$ cat src/rtl/serial_subtractor.sv
// Bit-serial subtractor: diff = a - b, one bit per clock, LSB first.
// A single full-subtractor cell feeds a borrow flip-flop; the operands and
// the partial result live in shift registers. diff/borrow/ovf update only
// on entry to DONE, so partial results never appear on the outputs.
module serial_subtractor #(
    parameter int unsigned N = 8
) (
    input  logic         clk,
    input  logic         rst,
    input  logic         start,
    input  logic [N-1:0] a,
    input  logic [N-1:0] b,
    output logic         busy,
    output logic         done,
    output logic [N-1:0] diff,
    output logic         borrow,
    output logic         ovf
);

    localparam int unsigned CW = $clog2(N);
    localparam logic [CW-1:0] LastCnt = CW'(N - 1);

    typedef enum logic [1:0] {StIdle, StRun, StDone} state_e;

    state_e        state;
    logic [N-1:0]  ra;
    logic [N-1:0]  rb;
    logic [N-1:0]  res;
    logic          bin;
    logic [CW-1:0] cnt;
    logic          msb_a;
    logic          msb_b;

    logic x;
    logic y;
    logic d;
    logic bout;

    // Full-subtractor cell on the current LSBs and the stored borrow.
    always_comb begin
        x    = ra[0];
        y    = rb[0];
        d    = x ^ y ^ bin;
        bout = (~x & y) | (~(x ^ y) & bin);
    end

    // Control FSM, operand/result shift registers and registered outputs.
    always_ff @(posedge clk) begin
        if (rst) begin
            state  <= StIdle;
            ra     <= '0;
            rb     <= '0;
            res    <= '0;
            bin    <= 1'b0;
            cnt    <= '0;
            msb_a  <= 1'b0;
            msb_b  <= 1'b0;
            busy   <= 1'b0;
            done   <= 1'b0;
            diff   <= '0;
            borrow <= 1'b0;
            ovf    <= 1'b0;
        end else begin
            done <= 1'b0;
            unique case (state)
                StIdle, StDone: begin
                    if (start) begin
                        state <= StRun;
                        busy  <= 1'b1;
                        ra    <= a;
                        rb    <= b;
                        res   <= '0;
                        bin   <= 1'b0;
                        cnt   <= '0;
                        msb_a <= a[N-1];
                        msb_b <= b[N-1];
                    end else begin
                        state <= StIdle;
                    end
                end
                StRun: begin
                    ra  <= ra >> 1;
                    rb  <= rb >> 1;
                    res <= {d, res[N-1:1]};
                    bin <= bout;
                    cnt <= cnt + CW'(1);
                    // Last bit: d is the result MSB, bout the final borrow.
                    if (cnt == LastCnt) begin
                        state  <= StDone;
                        busy   <= 1'b0;
                        done   <= 1'b1;
                        diff   <= {d, res[N-1:1]};
                        borrow <= bout;
                        ovf    <= (msb_a != msb_b) && (d != msb_a);
                    end
                end
                default: begin
                    state <= StIdle;
                    busy  <= 1'b0;
                end
            endcase
        end
    end

endmodule

$ cat config.mk
export PLATFORM = sky130hd
export DESIGN_NAME = serial_subtractor
export DESIGN_NICKNAME = d
export VERILOG_FILES = /design/src/rtl/serial_subtractor.sv
export SDC_FILE = /design/constraint.sdc
export NUM_CORES = 1
export LEC_CHECK = 0
export ABC_AREA = 1
export CORE_MARGIN = 1.5
export CORE_UTILIZATION = 25
export CTS_CLUSTER_DIAMETER = 40
export DETAILED_ROUTE_END_ITERATION = 10
export GPL_ROUTABILITY_DRIVEN = 0
export PLACE_DENSITY = 0.42
export SETUP_SLACK_MARGIN = 0.02
export SLEW_MARGIN = 20
export SYNTH_ARGS = -nofsm -noshare
export SYNTH_HDL_FRONTEND = slang
export SYNTH_SLANG_ARGS = --single-unit
export TNS_END_PERCENT = 10
$ cat constraint.sdc
create_clock -name clk -period 3.1 [get_ports clk]
set_input_delay 0.93 -clock clk [delete_from_list [all_inputs] [get_ports clk]]
set_output_delay 0.93 -clock clk [all_outputs]
set_load 0.005 [all_outputs]
==> insert_results.sql <==
INSERT INTO impl_metrics (metric_group, metric, value, unit) VALUES
('outcome', 'outcome', 'finished, final reports clean', ''),
('timing', 'final_clock_period_utilization_by_the_worst_path', '0.680', ''),
('global_routing', 'antenna_found_initial', '0', ''),
('yosys', 'yosysUniqueCellTypes', '20', ''),
('timing', 'timing_worst_slew_pin_value', '0.643', 'ns'),
('yosys', 'post-synth-top-area-fraction', '0.444', ''),
('die', 'placement_rows', '31', ''),
('route', 'drcViolationCount', '0', ''),
('die', 'floorplan.die_area', '8300', 'um2'),
('min_path', 'hold_path_class', 'reg -> reg', ''),
('clocking', 'cts_htree_levels', '2', ''),
('route', 'post_drt_wl_per_cell', '11.4', 'um'),
('global_routing', 'maximum_number_of_pins_on_one_net_before_global_route_repair', '45', ''),
('yosys', 'share_of_flip_flops_with_an_asynchronous_set_or_reset_after_synthesis', '0', ''),
('placement', 'sum_of_net_half_perimeters_after_detailed_placement', '2740', 'um'),
('clocking', 'numCtsBuffers', '5', ''),
('yosys', 'synth-main-ff-cell', 'sky130_fd_sc_hd__dfxtp_1', ''),
('route', 'detail-route-antenna-nets', '0', ''),
('worst_setup_path', 'crit_path_end_kind', 'output port', ''),
('route', 'drt-pass1-iter-count', '4', ''),
('timing', 'relSlewSlack', '0.570', ''),
('clocking', 'post_cts_buffers', '0', ''),
('die', 'die_height', '91.1', 'um'),
('worst_setup_path', 'critPathArrivalTime', '1.18', 'ns'),
('route', 'routed-via-count', '1666', ''),
('timing', 'final_hold_viol_count', '0', ''),
('clocking', 'cts.hold.buffers_added', '0', ''),
('die', 'die_boundary_width', '91.1', 'um'),
('clocking', 'cts_sinks', '43', ''),
('yosys', 'synthesized_netlist_cell_count', '271', ''),
('clocking', 'cts_tree', 'yes', ''),
('die', 'starting_density', '0.263', ''),
('global_routing', 'grt_pass1_vias', '1595', ''),
('worst_setup_path', 'crit_family', 'buffers and inverters', ''),
('placement', 'portBuffers', '30', ''),
('worst_setup_path', 'ff2ff_setup_slack', '1.44', 'ns'),
('yosys', 'synth_top_area_cell', 'sky130_fd_sc_hd__dfxtp_1', ''),
('yosys', 'synthesis.area_per_instance', '7.16', 'um2'),
('worst_setup_path', 'path_class', 'reg -> out', ''),
('yosys', 'synthesis_warning_total', '0', ''),
('route', 'avgViaCountPerCell', '4.22', ''),
('worst_setup_path', 'worst_path_largest_cell_delay', '0.51', 'ns'),
('yosys', 'synth-edff-count', '0', ''),
('pwr', 'vdd_ir_drop_max', '0.000154', 'V'),
('worst_setup_path', 'critical_path.startpoint_type', 'flop', ''),
('flow_run', 'drv.max_cap_violation_count', '0', ''),
('clocking', 'cts.path.max_buffers', '2', ''),
('global_routing', 'grt_use_total', '0.116', ''),
('timing', 'skew', '0.00800', 'ns'),
('yosys', 'synthMostInstantiatedCell', 'sky130_fd_sc_hd__nand2_1', ''),
('worst_setup_path', 'critical_path.n_buffers_inverters', '1', ''),
('worst_setup_path', 'cp_slowest_cell', 'sky130_fd_sc_hd__clkdlybuf4s50_1', ''),
('die', 'top_level_ports', '31', ''),
('yosys', 'yosys_register_bits', '43', ''),
('global_routing', 'total_overflow_reported_by_the_global_router', '0', ''),
('clocking', 'cts_repair_resize_count', '0', ''),
('timing', 'final.setup.tns', '0', 'ns'),
('final_layout', 'num_antenna_cells', '0', ''),
('yosys', 'synth_commonest_cells', '60 x sky130_fd_sc_hd__nand2_1, 43 x sky130_fd_sc_hd__dfxtp_1, 43 x sky130_fd_sc_hd__nand3_1', ''),
('route', 'wirelength', '4500', 'um'),
('route', 'drtIter0Drc', '65', ''),
('clocking', 'clk_transition_reported_paths', '0.08', 'ns'),
('final_layout', 'post_layout_net_count', '317', ''),
('timing', 'drv_slew', '0', ''),
('timing', 'rsz_0062_raised_after_global_routing', 'no', ''),
('timing', 'period_minus_ws_final', '2.11', 'ns'),
('yosys', 'syn-cell-area', '1940', 'um2'),
('timing', 'finalHoldWorstSlack', '0.469', 'ns'),
('final_layout', 'post_route_cells_drive_above_1_share', '0.0608', ''),
('yosys', 'yosys-top-cells-area', 'sky130_fd_sc_hd__dfxtp_1 44%, sky130_fd_sc_hd__nand2_1 12%, sky130_fd_sc_hd__nand3_1 11%', ''),
('yosys', 'ys_seq_area_frac', '0.444', '');
[logic make-up after synthesis]
logic type      synth area share
simple gates               0.319
buf+inv                    0.140
compound gates            0.0748
flops                      0.444
fa+ha+maj                 0.0232
[sequential cells by signal, indices dropped and copies added, names as in the netlist, 2 cells and up]
| register | flops |
|---|---|
| cnt | 3 |
| ra | 8 |
| state | 2 |
| diff | 8 |
| res | 7 |
| rb | 8 |
[final cells by class]
type / instances / area [um2] / area share
Sequential cell: 43 / 861 / 0.360
Multi-Input combinational cell: 170 / 808 / 0.338
Timing Repair Buffer: 33 / 323 / 0.135
Inverter: 42 / 158 / 0.0659
Tap cell: 99 / 124 / 0.0518
Clock buffer: 6 / 82.6 / 0.0345
Clock inverter: 2 / 35.0 / 0.0147
[power breakdown]
part / total, uW / internal [uW] / switching, uW
logic: 168 / 69.3 / 98.6
registers: 596 / 581 / 15.1
clock network: 462 / 261 / 201
total: 1230 / 911 / 314
[metrics by stage]
| stage | utilization | total power (uW) | cell area, um2 | cells |
|---|---|---|---|---|
| after floorplan | - | 735 | 1940 | 271 |
| after global placement | 0.308 | 782 | 2270 | 387 |
| after detailed placement | 0.308 | 780 | 2270 | 387 |
| after CTS | 0.324 | 1250 | 2390 | 395 |
| after global routing | 0.324 | 1300 | 2390 | 395 |
| final | 0.324 | 1230 | 2390 | 395 |
[routing by layer]
| layer | part of all wire | up-vias | wire, um | global-route usage |
|---|---|---|---|---|
| met5 | 0 | - | 0 | 0 |
| met4 | 0.018 | 0 | 82 | 0.0469 |
| met3 | 0.045 | 6 | 201 | 0.0343 |
| met2 | 0.43 | 30 | 1930 | 0.183 |
| met1 | 0.51 | 731 | 2290 | 0.147 |
| li1 | - | 899 | - | - |
[final timing paths]
kind | endpoint | startpoint | cells after the start
max reg2reg | busy$_SDFFE_PP0P_ | state[0]$_SDFFE_PP0P_ | 4
min | diff[1]$_SDFFE_PP0P_ | diff[1]$_SDFFE_PP0P_ | 2
min reg2reg | diff[1]$_SDFFE_PP0P_ | diff[1]$_SDFFE_PP0P_ | 2
max | busy | busy$_SDFFE_PP0P_ | 1
[cells in the final DEF, fill, tap and decap left out, drive strengths merged, types with 2 or more instances in the layout]
master and count:
nand2 62, nand3 43, dfxtp 43, inv 42, clkdlybuf4s50 30, a21oi 25
nor2 16, nor3 14, clkbuf 6, o21ai 4, nand3b 3, buf 3
ha 2
No activity file was read; power rests on OpenSTA's default activity.
